File: src/rtl/smg_bcd_display.sv
// Binary-to-BCD converter (double-dabble, one bit per clock) feeding a multiplexed
// active-low seven-segment display with leading-zero blanking and overflow dashes.
module smg_bcd_display #(
    parameter int DATA_W   = 8,
    parameter int DIGITS   = 6,
    parameter int SCAN_DIV = 50000
) (
    input  logic              CLK,
    input  logic              RST_n,
    input  logic [DATA_W-1:0] data_in,
    input  logic              load,
    input  logic              blank_en,
    output logic              busy,
    output logic              done,
    output logic              overflow,
    output logic [7:0]        Row_Scan_Sig,
    output logic [DIGITS-1:0] Column_Scan_Sig,
    output logic [1:0]        o_dbg_state
);

    localparam int BCD_W  = 4 * DIGITS;
    localparam int CNT_W  = (DATA_W > 1) ? $clog2(DATA_W) : 1;
    localparam int SCAN_W = $clog2(SCAN_DIV);
    localparam int IDX_W  = (DIGITS > 1) ? $clog2(DIGITS) : 1;

    typedef enum logic [1:0] {
        S_IDLE   = 2'd0,
        S_SHIFT  = 2'd1,
        S_COMMIT = 2'd2
    } state_t;

    state_t              r_state;
    logic [DATA_W-1:0]   r_bin;
    logic [BCD_W-1:0]    r_bcd;
    logic [BCD_W-1:0]    r_disp;
    logic                r_ovf_work;
    logic [CNT_W-1:0]    r_bit_cnt;
    logic [SCAN_W-1:0]   r_scan_cnt;
    logic [IDX_W-1:0]    r_idx;

    logic [BCD_W-1:0]    w_adj;
    logic [BCD_W-1:0]    w_bcd_shift;
    logic                w_shift_out;
    logic [BCD_W-1:0]    w_disp_next;
    logic                w_ovf_next;
    logic                w_scan_wrap;
    logic [IDX_W-1:0]    w_idx_next;
    logic [DIGITS-1:0]   w_lz;
    logic [3:0]          w_digit;
    logic                w_blank_here;
    logic [7:0]          w_row;

    function automatic logic [7:0] seg_code(input logic [3:0] d);
        case (d)
            4'd0:    seg_code = 8'hC0;
            4'd1:    seg_code = 8'hF9;
            4'd2:    seg_code = 8'hA4;
            4'd3:    seg_code = 8'hB0;
            4'd4:    seg_code = 8'h99;
            4'd5:    seg_code = 8'h92;
            4'd6:    seg_code = 8'h82;
            4'd7:    seg_code = 8'hF8;
            4'd8:    seg_code = 8'h80;
            4'd9:    seg_code = 8'h90;
            default: seg_code = 8'hFF;
        endcase
    endfunction

    assign o_dbg_state = r_state;

    // Double-dabble step: add 3 to every digit >= 5, then shift BCD||binary left by one.
    always_comb begin
        w_adj = r_bcd;
        for (int d = 0; d < DIGITS; d++) begin
            if (r_bcd[4*d +: 4] >= 4'd5) begin
                w_adj[4*d +: 4] = r_bcd[4*d +: 4] + 4'd3;
            end
        end
    end

    assign w_bcd_shift = {w_adj[BCD_W-2:0], r_bin[DATA_W-1]};
    assign w_shift_out = w_adj[BCD_W-1];

    // Handshake: load is a one-cycle request honoured only while busy=0 (IDLE);
    // busy stays high from capture until the commit edge, done pulses on commit.
    always_ff @(posedge CLK or negedge RST_n) begin
        if (!RST_n) begin
            r_state    <= S_IDLE;
            r_bin      <= '0;
            r_bcd      <= '0;
            r_disp     <= '0;
            r_ovf_work <= 1'b0;
            r_bit_cnt  <= '0;
            busy       <= 1'b0;
            done       <= 1'b0;
            overflow   <= 1'b0;
        end else begin
            done <= 1'b0;
            case (r_state)
                S_IDLE: begin
                    if (load) begin
                        r_bin      <= data_in;
                        r_bcd      <= '0;
                        r_ovf_work <= 1'b0;
                        r_bit_cnt  <= '0;
                        busy       <= 1'b1;
                        r_state    <= S_SHIFT;
                    end
                end
                S_SHIFT: begin
                    r_bcd      <= w_bcd_shift;
                    r_bin      <= r_bin << 1;
                    r_ovf_work <= r_ovf_work | w_shift_out;
                    if (r_bit_cnt == CNT_W'(DATA_W - 1)) begin
                        r_state <= S_COMMIT;
                    end else begin
                        r_bit_cnt <= r_bit_cnt + CNT_W'(1);
                    end
                end
                S_COMMIT: begin
                    r_disp   <= r_bcd;
                    overflow <= r_ovf_work;
                    done     <= 1'b1;
                    busy     <= 1'b0;
                    r_state  <= S_IDLE;
                end
                default: r_state <= S_IDLE;
            endcase
        end
    end

    // Segment/select outputs are built from next-state values so both land on the same edge.
    assign w_disp_next = (r_state == S_COMMIT) ? r_bcd : r_disp;
    assign w_ovf_next  = (r_state == S_COMMIT) ? r_ovf_work : overflow;
    assign w_scan_wrap = (r_scan_cnt == SCAN_W'(SCAN_DIV - 1));

    always_comb begin
        w_idx_next = r_idx;
        if (w_scan_wrap) begin
            w_idx_next = (r_idx == IDX_W'(DIGITS - 1)) ? '0 : r_idx + IDX_W'(1);
        end
    end

    // w_lz[k]: digit k and every digit above it are zero.
    always_comb begin
        w_lz = '0;
        w_lz[DIGITS-1] = (w_disp_next[BCD_W-1 -: 4] == 4'd0);
        for (int k = DIGITS - 2; k >= 0; k--) begin
            w_lz[k] = w_lz[k+1] && (w_disp_next[4*k +: 4] == 4'd0);
        end
    end

    always_comb begin
        w_digit      = w_disp_next[3:0];
        w_blank_here = 1'b0;
        for (int k = 1; k < DIGITS; k++) begin
            if (w_idx_next == IDX_W'(k)) begin
                w_digit      = w_disp_next[4*k +: 4];
                w_blank_here = w_lz[k];
            end
        end
        if (w_ovf_next) begin
            w_row = 8'hBF;
        end else if (blank_en && w_blank_here) begin
            w_row = 8'hFF;
        end else begin
            w_row = seg_code(w_digit);
        end
    end

    always_ff @(posedge CLK or negedge RST_n) begin
        if (!RST_n) begin
            r_scan_cnt      <= '0;
            r_idx           <= '0;
            Column_Scan_Sig <= ~(DIGITS'(1));
            Row_Scan_Sig    <= 8'hC0;
        end else begin
            r_scan_cnt      <= w_scan_wrap ? '0 : r_scan_cnt + SCAN_W'(1);
            r_idx           <= w_idx_next;
            Column_Scan_Sig <= ~(DIGITS'(1) << w_idx_next);
            Row_Scan_Sig    <= w_row;
        end
    end

endmodule

File: config.mk
export PLATFORM = sky130hd
export DESIGN_NAME = smg_bcd_display
export DESIGN_NICKNAME = d
export VERILOG_FILES = /design/src/rtl/smg_bcd_display.sv
export SDC_FILE = /design/constraint.sdc
export NUM_CORES = 1
export LEC_CHECK = 0
export CAP_MARGIN = 30
export CORE_MARGIN = 8
export CORE_UTILIZATION = 45
export CTS_BUF_LIST = sky130_fd_sc_hd__clkbuf_8
export CTS_CLUSTER_DIAMETER = 100
export DETAILED_ROUTE_END_ITERATION = 10
export GPL_ROUTABILITY_DRIVEN = 0
export GPL_TIMING_DRIVEN = 0
export SYNTH_ARGS = -nofsm -noshare
export SYNTH_HDL_FRONTEND = slang
export SYNTH_SLANG_ARGS = --single-unit
File: constraint.sdc
create_clock -name CLK -period 3.9 [get_ports CLK]
set_input_delay 1.17 -clock CLK [delete_from_list [all_inputs] [get_ports CLK]]
set_output_delay 1.17 -clock CLK [all_outputs]
set_load 0.02 [all_outputs]
# Word level (Yosys, flattened, before mapping)

Memories as Yosys holds them, arrays and structs flattened.
Index checks and enable logic that the tools add are counted.

Add/subtract/negate cells: 9
$lt $le $gt $ge: 6
Eq/ne operators: 13
Shift operators: 1
Muxes and demuxes: 38
Bitwise operators: 2
Reductions and logical operators: 17

Operators by type and width:

| cell                                                                  | number |
|---|---|
| 24-bit two-way mux                                                    | 2 |
| 24-bit one-hot mux with 2 select lines                                | 1 |
| 4-bit two-way mux                                                     | 11 |
| 4-bit by 2-bit adder with 4-bit output, second input constant         | 6 |
| 4-bit by 3-bit >= comparator with 1-bit output, second input constant | 6 |
| 8-bit two-way mux                                                     | 3 |
| 4-bit zero test                                                       | 5 |
| 16-bit by 1-bit adder with 16-bit output, second input constant       | 1 |
| 16-bit == test, second input constant                                 | 1 |
| 16-bit two-way mux                                                    | 1 |
| 8-bit one-hot mux with 2 select lines                                 | 1 |
| 3-bit == test, second input constant                                  | 4 |
| 3-bit two-way mux                                                     | 4 |
| 1-bit two-way mux                                                     | 9 |
| 3-bit by 1-bit adder with 3-bit output, second input constant         | 2 |
| 3-bit by 2-bit == test with 1-bit output, second input constant       | 2 |
| 2-bit inequality test, second input constant                          | 3 |
| 6-bit NOT                                                             | 1 |
| 3-bit one-hot mux with 2 select lines                                 | 1 |
| 2-bit AND reduction                                                   | 3 |
| 1-bit by 3-bit << shifter with 6-bit output, first input constant     | 1 |
| 1-bit logical AND                                                     | 5 |
| 2-bit two-way mux                                                     | 2 |
| 1-bit one-hot mux with 2 select lines                                 | 2 |
| other kinds (8)                                                       | 9 |

Register bits after elaboration: 98
Memory bits (read-only): 112
Bits of input ports: 12
Output and inout port bits: 19
Word-level logic and storage cells: 100
Memories kept: 1

Memory list:

| memory          | words | bits a word | rd ports | clocked after memory_dff | wr ports | RTL line | RTL |
|---|---|---|---|---|---|---|---|
| (no name shown) | 16    | 7           | 1        | 0                        | 0        | 54       | `case (d)` |

# Longest topological paths before layout

Gate-level depths: netlist of the first run.

Depth in word-level cells: 15
Gate-level depth with buffers: 15
Depth with buffers taken out: 11

# Worst setup path after synthesis of the first run

OpenSTA, ideal clock, no wires.

Kind: register to register
Start point: register r_scan_cnt[0]
End point: register Row_Scan_Sig[3]
Arrival time: 2,686 ps
Data required time: 3,799 ps
Path slack: 1,113 ps
Stages on the path, launching flop included: 13
Path buffers: 2
Cells stage by stage: dfrtp_1 > ha_1 > and3_1 > buf_2 > and4_1 > buf_6 > mux2_4 > o2111ai_1 > o2111ai_2 > inv_1 > ha_1 > and2_4 > o311ai_2

Word-level cells in the longest chain between the ends: 11
Elaborated cells on any way between the ends: 21

RTL lines:

| what                                                                | RTL line | RTL |
|---|---|---|
| from (decl)                                                         | 38       | `logic [SCAN_W-1:0] r_scan_cnt;` |
| from (signal assigned)                                              | 178      | `r_scan_cnt <= w_scan_wrap ? '0 : r_scan_cnt + SCAN_W'(1);` |
| 16-bit == test (*)                                                  | 135      | `assign w_scan_wrap = (r_scan_cnt == SCAN_W'(SCAN_DIV - 1));` |
| 3-bit two-way mux (*)                                               | 139      | `if (w_scan_wrap) begin` |
| 3-bit by 1-bit == test with 1-bit output                            | 157      | `if (w_idx_next == IDX_W'(k)) begin` |
| 4-bit two-way mux or 1-bit two-way mux (tied branches) (5 in a row) | 157      |  |
| memory 16 x 7 bit or 1-bit logical AND (tied branches)              | --       |  |
| 8-bit two-way mux (*)                                               | 164      | `end else if (blank_en && w_blank_here) begin` |
| 8-bit two-way mux (*)                                               | 162      | `if (w_ovf_next) begin` |
| named net w_row[3]                                                  | 51       | `logic [7:0] w_row;` |
| to (signal assigned)                                                | 181      | `Row_Scan_Sig <= w_row;` |
| to (decl)                                                           | 16       | `output logic [7:0] Row_Scan_Sig,` |

Mark *: on every way through the listed nets, which the timed path passes. The rest lies on a longest branch.
A chain may end at the register's enable or synchronous reset.

# Final worst setup path of the first run

Start point: register r_idx[0]
End point: register Row_Scan_Sig[3]

Word-level cells in the longest chain between the ends: 12
Elaborated cells on any way between the ends: 23

RTL lines:

| what                                                                    | RTL line | RTL |
|---|---|---|
| from (decl)                                                             | 39       | `logic [IDX_W-1:0] r_idx;` |
| from (signal assigned)                                                  | 179      | `r_idx <= w_idx_next;` |
| 3-bit by 1-bit adder with 3-bit output or 3-bit == test (tied branches) | 140      | `w_idx_next = (r_idx == IDX_W'(DIGITS - 1)) ? '0 : r_idx + IDX_W'(1);` |
| 3-bit two-way mux                                                       | 140      |  |
| 3-bit two-way mux (*)                                                   | 139      |  |
| 3-bit by 1-bit == test with 1-bit output                                | 157      |  |
| 4-bit two-way mux or 1-bit two-way mux (tied branches) (5 in a row)     | 157      |  |
| memory 16 x 7 bit or 1-bit logical AND (tied branches)                  | --       |  |
| 8-bit two-way mux (*)                                                   | 164      |  |
| 8-bit two-way mux (*)                                                   | 162      |  |
| named net w_row[3]                                                      | 51       |  |

Marked as above.

==> metrics, run 1 <==
Vias=slightly above 4000; Die H=124.2 um; CTS hold repair buffers=0; period utilization=0.8393; Worst path max stage delay=700 ps; port bufs=29; min-delay src=r_scan_cnt[0]; clk slew on worst S/H paths=100 ps; initial antenna violation count=0; Syn Area/Cell=9.575 um2; crit path kind=flop to flop; drt drc=0; Synthesis Warnings=0; clock sink count=97; Worst Setup End Kind=flop; Core Area=11420 um2; Leak Pwr=2.815 nW; routed len/inst=16.24 um; final hold violations=0; Nets=623; syn nets=582; Area Overhead vs Synth=12.83%; Worst Max-Slew Pin Slew=828.4 ps; Final Setup Violations=0; Detailed Routing Iterations Pass 1=4; switching pwr=roughly 0.0015 W; critical-path cell list=buf_2, nor3_1, mux2_4, mux2i_1, nand3_1, a21o_1, ha_1, and2_4, o311ai_2; Placement Cell Area=5761 um2; total CTS buffers=9; status=finished, final reports clean; full die area=15420 um2; Reg power frac=0.413; Post-Syn Instances=550; Combinational Power Share=0.424; GRT overflow=0; Worst EP arrival=~3600 ps; Vias per Instance=5.518; antenna cells=0; first-pass GRT wire length=19890 um; pin count of the biggest net entering global routing=between 50 and 60; f_max=305.5 MHz; Filler cells=1087; Pwr Density=between 600 and 700 nW/um2; Clock Path Buffers=2; Seq cells post-synth=97; total power=about 0.0038 W; # Post-CTS Setup Buffers=0; post-route cell area=between 5000 and 6000 um2; Total Wirelength=about 12000 um; worst reg2reg endpoint=Row_Scan_Sig[3]; Multi-input gate area=2521 um2; slowest CP cell=nor3_1; Hold Path Sink=r_scan_cnt[0]; CTS resizes=0; switching part of the total=0.4061; worst rel slew slack=0.4435; flop2flop setup slack=around 630 ps; Storage cell area=2435 um2; Tightest Hold Check Type=flop to flop; Detail Route Antenna Nets=0; Post-synth ARST share=1.000; H-tree levels=3; internal power=approximately 0.0023 W; top_reg_cell synth=dfrtp_1; Clock Latency Late Sink=370 ps; share of post-route cells with drive strength above 1=0.09732; worst hold path depth=1; Final Max Slew Viols=0; max cap viols=0; dpl hpwl=around 8800 um; Reg2Reg Depth=9; worst r2r src=r_idx[0]; Post-synth EDFFs=0; post-synthesis sequential area ratio=0.4623; number of global-route vias before repair=3973; unrepaired setup endpoints after global routing=no; CTS tree=built; Max VDD drop=0.4458 mV; synth unique cells=57; largest fanout on the critical path=9; # IOs=31; setup_tns=0 ps; Cell Rows=39; clock power share=0.163; CTS root buffer=clkbuf_8; total track usage=0.1646; DR iter-0 viols=about 330; required time worst endpoint=4170 ps; final worst path period need=3273 ps; synthesized cell area=5266 um2; Worst Setup Start Kind=flop; die width=~120 um; initial core utilization=0.4612; clk_skew=9.955 ps
-- layout make-up --
cell class,instances,area share
inverter,42,0.02653
sequential,97,0.4098
clock buffer,11,0.02548
tap,143,0.03011
buffer,29,0.02569
clock inverter,5,0.005054
multi-input combinational,382,0.4243
timing repair buffer,30,0.05306
-- cells by family (layout without fill, tap and decap cells) --
kind of cell	count (synthesis)	after routing	share of synthesized area
buf+inv	71	117	0.05892
simple gates	196	196	0.1825
mux	34	34	0.06724
xor+xnor	27	27	0.04490
fa+ha+maj	20	20	0.04752
flops	97	97	0.4623
other cells	1	1	0.0007121
compound gates	104	104	0.1359
-- sequential cells by signal, summed over array words and instances (netlist names) --
signal and cells:
r_bcd 24, overflow 1, r_idx 3, busy 1
r_ovf_work 1, Column_Scan_Sig 6, r_bin 8, r_scan_cnt 16
o_dbg_state 2, r_disp 24, done 1, r_bit_cnt 3
Row_Scan_Sig 7
-- layer usage --
metal  vias to the layer above  global-route usage  share of wire
li1                       1999                   -              -
met1                      1947              0.2311           0.49
met2                       109              0.2424           0.44
met3                        23             0.03128          0.053
met4                         0             0.07138          0.024
met5                         -                   0              0
-- metrics by stage --
| step | cells | hold slack (ps) | util | worst slack (ps) |
|---|---|---|---|---|
| floorplan | 550 | 425.1 | - | 1113 |
| global placement | 722 | 435.6 | 0.5023 | -1964 |
| detailed placement | 723 | 448.1 | 0.5045 | 674.4 |
| CTS | 739 | 461.4 | 0.5204 | 704.9 |
| global route | 739 | 488.7 | 0.5204 | 471.4 |
| finish | 739 | 456.6 | 0.5204 | 626.8 |
-- worst max-delay path, delay by kind of cell, from the launching register on --
kind,cells,cell delay [ps]
mux,2,820
fa+ha+maj,1,300
compound gates,2,490
buf+inv,1,170
simple gates,3,1010
flops,1,380
-- how the worst max path moves through the flow --
stage	start	end	slack, ps	cells after the start
final	r_idx[0]	Row_Scan_Sig[3]	630	9
after CTS	r_scan_cnt[0]	Row_Scan_Sig[3]	700	12
after global routing	o_dbg_state[0]	Row_Scan_Sig[3]	470	12
after floorplan	r_scan_cnt[0]	Row_Scan_Sig[3]	1110	12
after detailed placement	load	r_bcd[12]	670	6
after global placement	RST_n	r_bit_cnt[0]	-1960	1
-- synth_stat cells (all sizes together) (4+ instances only) --
library cell | count | area share
nor2b | 4 | 0.0048
xor2 | 15 | 0.025
o2111ai | 6 | 0.018
and2 | 5 | 0.0064
and3 | 6 | 0.0071
o21ai | 41 | 0.040
nand2b | 10 | 0.012
inv | 41 | 0.029
dfstp | 6 | 0.030
dfrtp | 91 | 0.43
nor2 | 31 | 0.022
nand2 | 63 | 0.045
mux2 | 5 | 0.011
nand4 | 5 | 0.0059
a21oi | 17 | 0.016
nor3 | 23 | 0.023
xnor2 | 12 | 0.020
ha | 20 | 0.048
o31ai | 8 | 0.011
nor4 | 17 | 0.020
o22ai | 4 | 0.0048
nand3 | 26 | 0.025
mux2i | 29 | 0.056
buf | 19 | 0.022
clkbuf | 10 | 0.0071
o211ai | 5 | 0.0071
-- power groups by stage --
| stage | Clock [W] | Combinational [W] | Sequential [W] |
|---|---|---|---|
| floorplan | 0 | 0.00113 | 0.00158 |
| global placement | 0 | 0.00157 | 0.00158 |
| detailed placement | 0 | 0.00162 | 0.00159 |
| CTS | 0.000643 | 0.00163 | 0.00158 |
| global route | 0.000687 | 0.00183 | 0.00162 |
| finish | 0.000621 | 0.00162 | 0.00158 |
-- layout by cell type, fill, tap and decap left out, types with 2 or more instances in the layout --
master	synthesis	final
dfrtp_1	91	91
nand2_1	63	63
inv_1	41	42
o21ai_0	40	40
nor2_1	31	31
mux2i_1	28	28
clkdlybuf4s50_1	0	28
nand3_1	26	26
nor3_1	22	22
ha_1	20	20
a21oi_1	17	17
nor4_1	17	17
xor2_1	15	15
xnor2_1	12	12
buf_2	11	11
clkbuf_8	0	11
nand2b_1	10	10
clkbuf_1	10	10
o31ai_1	8	8
dfstp_2	6	6
and3_1	6	6
nand4_1	5	5
o211ai_1	5	5
nor2b_1	4	4
and2_1	4	4
mux2_2	4	4
o22ai_1	4	4
buf_6	3	3
a31oi_1	3	3
buf_1	3	3
a21o_1	3	3
o2111ai_1	3	3
a311oi_1	3	3
buf_4	2	3
a22o_1	3	3
a31o_2	2	2
o2111ai_4	2	2
or3_1	2	2
clkinv_2	0	2
(Power assumes the default switching activity.)
==> inputs of run 2 (changes only) <==
Clock period 3.9 ns to 3.3 ns, I/O delays scaled along.
==> run 2 against run 1 <==
Against the previous run:
- worst setup slack worse by 440 ps
- first-iteration DRC count shrank 19%
- clock skew about the same
- maximum frequency grew 5.3%
- die area is the same
- critical endpoint unchanged
- global-route usage stayed put
- final cell count grew 0.41%
- sequential share of layout area down 0.32 points
- combinational power grew 20%
- power grew 19%
==> metrics, run 2 (synthesis results as in run 1) <==
final hold violations=0 (unchanged); Detail Route Antenna Nets=0 (unchanged); Cell Rows=39 (unchanged); critical-path cell list=ha_1, and3_1, buf_2, and4_1, buf_6, mux2_4, o2111ai_1, o2111ai_2, inv_1, ha_1, and2_4, o311ai_2; biggest regs=r_bcd: 24 flops, r_disp: 24 flops, r_scan_cnt: 16 flops; Top delay family on crit path=compound AO/OA/AOI/OAI gates; CP most frequent cell=ha_1; final worst path period need=3108 ps (-164.8 ps); min-delay src=r_scan_cnt[0]; # IOs=31 (unchanged); Final Setup Violations=0 (unchanged); most common cell after layout, fill and taps aside=dfrtp_1; Clock Path Buffers=2 (unchanged); initial antenna violation count=0 (unchanged); clk_skew=10.01 ps (+0.05649 ps); CTS root buffer=clkbuf_8; Final Max Slew Viols=0 (unchanged); CP Depth=12 (+3); slowest CP cell=dfrtp_1; Worst Setup End Kind=flop; CTS hold repair buffers=0 (unchanged); Reg2Reg Depth=12 (+3); required time worst endpoint=3570 ps (-600 ps); Worst EP arrival=3380 ps (-170 ps); CTS tree=built; first-pass GRT wire length=19890 um (unchanged); max cap viols=0 (unchanged); worst rel slew slack=0.5351 (+0.09161); crit path kind=flop to flop; Multi-input gate area=2537 um2 (+0.64%); Die H=124.2 um (unchanged); GRT overflow=0 (unchanged); Tightest Hold Check Type=flop to flop; clock sink count=97 (unchanged); initial core utilization=0.4612 (unchanged); setup_tns=0 ps (unchanged); Detailed Routing Iterations Pass 1=5 (+1); Worst path max stage delay=400 ps (-300 ps); status=finished, final reports clean; dpl hpwl=8826 um (unchanged); total track usage=0.1646 (unchanged); largest fanout on the critical path=10 (+1); worst r2r src=r_scan_cnt[0]; worst hold path depth=1 (unchanged); Leak Pwr=2.823 nW (+0.28%); Nets=626 (+0.48%); Worst Max-Slew Pin Slew=692.0 ps (-136.4 ps); Filler cells=1087 (unchanged); Max VDD drop=0.5272 mV (+18%); drt drc=0 (unchanged); Core Area=11420 um2 (unchanged); Area Overhead vs Synth=13.78%; port bufs=29 (unchanged); Vias per Instance=5.561 (+0.77%); Worst Setup Start Kind=flop; Storage cell area=2436 um2 (about the same); most frequent cells in the layout=dfrtp_1 (90), nand2_1 (63), inv_1 (42), o21ai_0 (40), nor2_1 (31); clk slew on worst S/H paths=100 ps (about the same); Pwr Density=757.4 nW/um2 (+18%); period utilization=0.9419 (+0.1027); Bufs and invs on worst path=3 (+2); Clock Latency Late Sink=370 ps (about the same); routed len/inst=16.25 um (about the same); number of global-route vias before repair=3973 (unchanged); pin count of the biggest net entering global routing=57 (unchanged); total power=0.004538 W (+19%); Final Core Density=0.5248 (+0.004383); DR iter-0 viols=266 (-19%); Vias=4126 (+1.2%); critical path startpoint=r_scan_cnt[0]; full die area=15420 um2 (unchanged); Placement Cell Area=5761 um2 (unchanged); die width=124.2 um (unchanged); share of post-route cells with drive strength above 1=0.1102 (+0.01287); f_max=321.7 MHz (+5.3%); antenna cells=0 (unchanged); post-route cell area=5992 um2 (+0.84%); Total Wirelength=12060 um (+0.47%); total CTS buffers=9 (unchanged); H-tree levels=3 (unchanged)
[run 2: changes by cell type in the layout (fill, tap and decap cells not counted), moves of 3 or more]
cell	before	now
mux2i_1	28	25
mux2i_2	1	4
buf_2	11	7
clkbuf_4	0	3
buf_4	3	7
[run 2: report_power, final]
part | leakage [nW] | switching (W) | internal (W)
registers | 1.25 | 0.000305 | 0.00156
logic | 1.48 | 0.00112 | 0.000820
clock network | 0.0969 | 0.000420 | 0.000313
[run 2: worst paths after layout]
path                                      end  slack [ps]
max                           Row_Scan_Sig[3]         190
max reg2reg                   Row_Scan_Sig[3]         190
min                             r_scan_cnt[0]         460
min in group asynchronous      r_scan_cnt[10]         590
max in group asynchronous  Column_Scan_Sig[1]        2000
min reg2reg                     r_scan_cnt[0]         460
[run 2: final cells by class]
class | instances | area share
clock buffer | 11 | 0.02527
tap | 143 | 0.02986
inverter | 42 | 0.02631
clock inverter | 5 | 0.005011
multi-input combinational | 382 | 0.4235
buffer | 29 | 0.02715
timing repair buffer | 33 | 0.05638
sequential | 97 | 0.4066
[run 2: what timing repair did]
item                                    CTS  global route
endpoints found under the hold margin     0             0
endpoints found under the setup margin    0             1
buffers inserted                          0             3
resized for setup                         0            10
[run 2: per-layer routing]
metal,part of all wire,routed length (um),vias up,global-route usage
li1,-,-,2002,-
met4,0.026,318,0,0.07138
met3,0.051,609,27,0.03128
met1,0.48,5840,1979,0.2311
met2,0.44,5288,118,0.2424
met5,0,0,-,0
[run 2: metrics by stage]
step           setup WS (ps)  std cells  hold slack, ps
4_1_cts                104.9        739           461.4
3_5_place_dp           145.0        723           448.1
6_report               191.6        742           457.3
2_1_floorplan          513.2        550           425.1
5_1_grt              -0.8187        742           488.7
3_3_place_gp           -2384        722           435.6
==> variant (settings of run 2) <==
Make the reset (`RST_n`) synchronous in 2 clocked blocks.
--- a/src/rtl/smg_bcd_display.sv
+++ b/src/rtl/smg_bcd_display.sv
@@ -85,3 +85,3 @@
     // busy stays high from capture until the commit edge, done pulses on commit.
-    always_ff @(posedge CLK or negedge RST_n) begin
+    always_ff @(posedge CLK) begin
         if (!RST_n) begin
@@ -170,3 +170,3 @@
 
-    always_ff @(posedge CLK or negedge RST_n) begin
+    always_ff @(posedge CLK) begin
         if (!RST_n) begin
Formal check against the unedited RTL: differs if RST_n is asserted again (counterexample within 4 cycles, from zero or initial values and one cycle with RST_n low); with RST_n held inactive, the same outputs for 10 cycles.
==> variant against run 2 <==
Sequential cell count did not move. Wire length rose by 3.7%. Final area fell by 4.0%. Core utilization rose by 0.57 points. Synthesized area fell by 5.4%. Largest cell class unchanged. First-iteration DRC count fell by 18%. Setup slack got worse by 0.10 ns.
Power is not compared: it rests on default switching activity, and its combinational part moved more than twofold at a synthesized area within 25%.
==> variant: results (changes against run 2) <==
* Status: completed (unchanged)
* XOR/XNOR Fraction of Synth Area at 4.22% (was 4.49%)
* Worst-path maximum fanout at 19 (was 10)
* Post-route DRC at 0 (unchanged)
* Clock skew at 0.0103 ns (was 0.0100 ns)
* Mux cell area share after synthesis at 6.96% (was 6.72%)
* Leak Pwr at 0.00228 uW
* Hold Path Class: flop to flop (unchanged)
* Global Route Usage Sum at 17.7% (was 16.5%)
* Layout cell share with drive strength beyond 1 at 8.47% (was 11.0%)
* DRT met1 WL at 5950 um (was 5840 um)
* Vias per std cell at 5.53 (was 5.56)
* Vias in the first global route at 4294 (was 3973)
* DR top layer: met4 (unchanged)
* Net Count, Synth at 634 (was 582)
* R2R depth at 9 (was 12)
* Slowest stage delay, CP at 0.57 ns (was 0.40 ns)
* Placed cells at 771 (was 723)
* Synth area leaders: dfxtp_1 39%, nor2_1 6.9%, ha_1 5.0% (was dfrtp_1 43%, mux2i_1 5.3%, ha_1 4.8%)
* Clock Latency Late Sink at 0.38 ns
* Post-synthesis compound-gate area fraction at 16.5% (was 13.6%)
* Delay-heaviest family, CP: simple AND/OR/NAND/NOR gates (was compound AO/OA/AOI/OAI gates)
* Met3 wire length at 525 um (was 609 um)
* Adder-Cell Fraction of Synth Area at 5.42% (was 4.75%)
* Fill count at 1051 (was 1087)
* Top FF cell, synth: dfxtp_1 (was dfrtp_1)
* Data arrival, critical path at 3.48 ns (was 3.38 ns)
* Biggest regs: r_bcd (24), r_disp (24), r_scan_cnt (16) (unchanged)
* 1st-pass router iterations at 4 (was 5)
* Netlist cell types at 62 (was 57)
* Vias at 4361 (was 4126)
* Root buffer cell: clkbuf_8 (unchanged)
* # diodes at 0 (unchanged)
* DR iter-0 viols at 219 (was 266)
* Clock transition at path regs at 0.10 ns (about the same)
* Ys async rst share at 0% (was 100%)
* Setup WS pre-CTS at -0.551 ns (was 0.145 ns)
* First-pass GRT wire length at 20900 um (was 19900 um)
* DRT Wirelength at 12500 um (was 12100 um)
* Final #Nets at 676 (was 626)
* Initial antenna violation count at 0 (unchanged)
* Largest net degree at the start of global routing at 20 (was 57)
* Post-synth top cells: 97 x dfxtp_1, 92 x nor2_1, 46 x a21oi_1, 45 x nand2_1, 33 x o21ai_0 (was 91 x dfrtp_1, 63 x nand2_1, 41 x inv_1, 40 x o21ai_0, 31 x nor2_1)
* CP max-delay cell: or4b_4 (was dfrtp_1)
* Met2 wire len at 5730 um (was 5290 um)
* Post-synthesis sequential area ratio at 39.0% (was 46.2%)
* Hpwl dp at 9450 um (was 8830 um)
* Worst Tran Pin Value at 0.787 ns (was 0.692 ns)
* Clock Path Buffers at 2 (unchanged)
* Syn Inst Count at 602 (was 550)
* Number of port buffers at 29 (unchanged)
## variant: final timing paths
check / endpoint / slack (ns) / startpoint
setup reg to reg: Row_Scan_Sig[6]$_SDFF_PN1_ / 0.09 / r_scan_cnt[7]$_SDFF_PP0_
hold reg to reg: r_scan_cnt[0]$_SDFF_PP0_ / 0.46 / r_scan_cnt[0]$_SDFF_PP0_
setup / recovery: Row_Scan_Sig[6]$_SDFF_PN1_ / 0.09 / r_scan_cnt[7]$_SDFF_PP0_
hold / removal: r_scan_cnt[0]$_SDFF_PP0_ / 0.46 / r_scan_cnt[0]$_SDFF_PP0_
## variant: area by class of cell
type	instances	area (um2)	area share, %
plain buffers	34	170	2.96
well taps	140	175	3.05
clock buffers	10	138	2.39
flip-flops and latches	97	1940	33.8
multi-input cells	447	2860	49.8
repair buffers	33	320	5.57
clock inverters	6	57.6	1.00
inverters	22	82.6	1.44
## variant: stage by stage
step                      cell area [um2]  utilization, %
final                                5750            53.0
after CTS                            5700            52.6
after floorplan                      4980               -
after global routing                 5750            53.0
after detailed placement             5450            50.3
after global placement               5450            50.3
## variant: kinds of logic after synthesis
| family | after synthesis |
|---|---|
| buffers and inverters | 58 |
| DFF | 97 |
| adders and majority gates | 22 |
| AOI/OAI and AO/OA | 131 |
| and+or+nand+nor | 237 |
| other | 1 |
| muxes | 32 |
| xor gates and xnor gates | 24 |
## variant: timing repair
action	in CTS	in global routing
resized for setup	11	13
hold buffers	0	0
buffers inserted	2	2
setup endpoints to repair	7	7
pin swaps	1	2
## variant: where the power goes
| part | total [uW] | internal, uW | switching [uW] |
|---|---|---|---|
| sequential | 1200 | 1180 | 10.5 |
| clock | 786 | 366 | 420 |
| combinational | 108 | 39.0 | 68.7 |
| total | 2090 | 1590 | 499 |
## variant: layer usage
layer / GRT usage (%) / vias up
met1: 22.3 / 2052
li1: - / 2195
met5: 0 / -
met2: 28.6 / 89
met3: 3.44 / 25
met4: 8.25 / 0
## variant: worst reg2reg max path, delay by kind of cell, from the launching register on
| kind | cells | cell delay, ns |
|---|---|---|
| and+or+nand+nor | 4 | 1.50 |
| buffers and inverters | 1 | 0.23 |
| muxes | 1 | 0.29 |
| DFF | 1 | 0.34 |
| AOI/OAI and AO/OA | 3 | 0.77 |
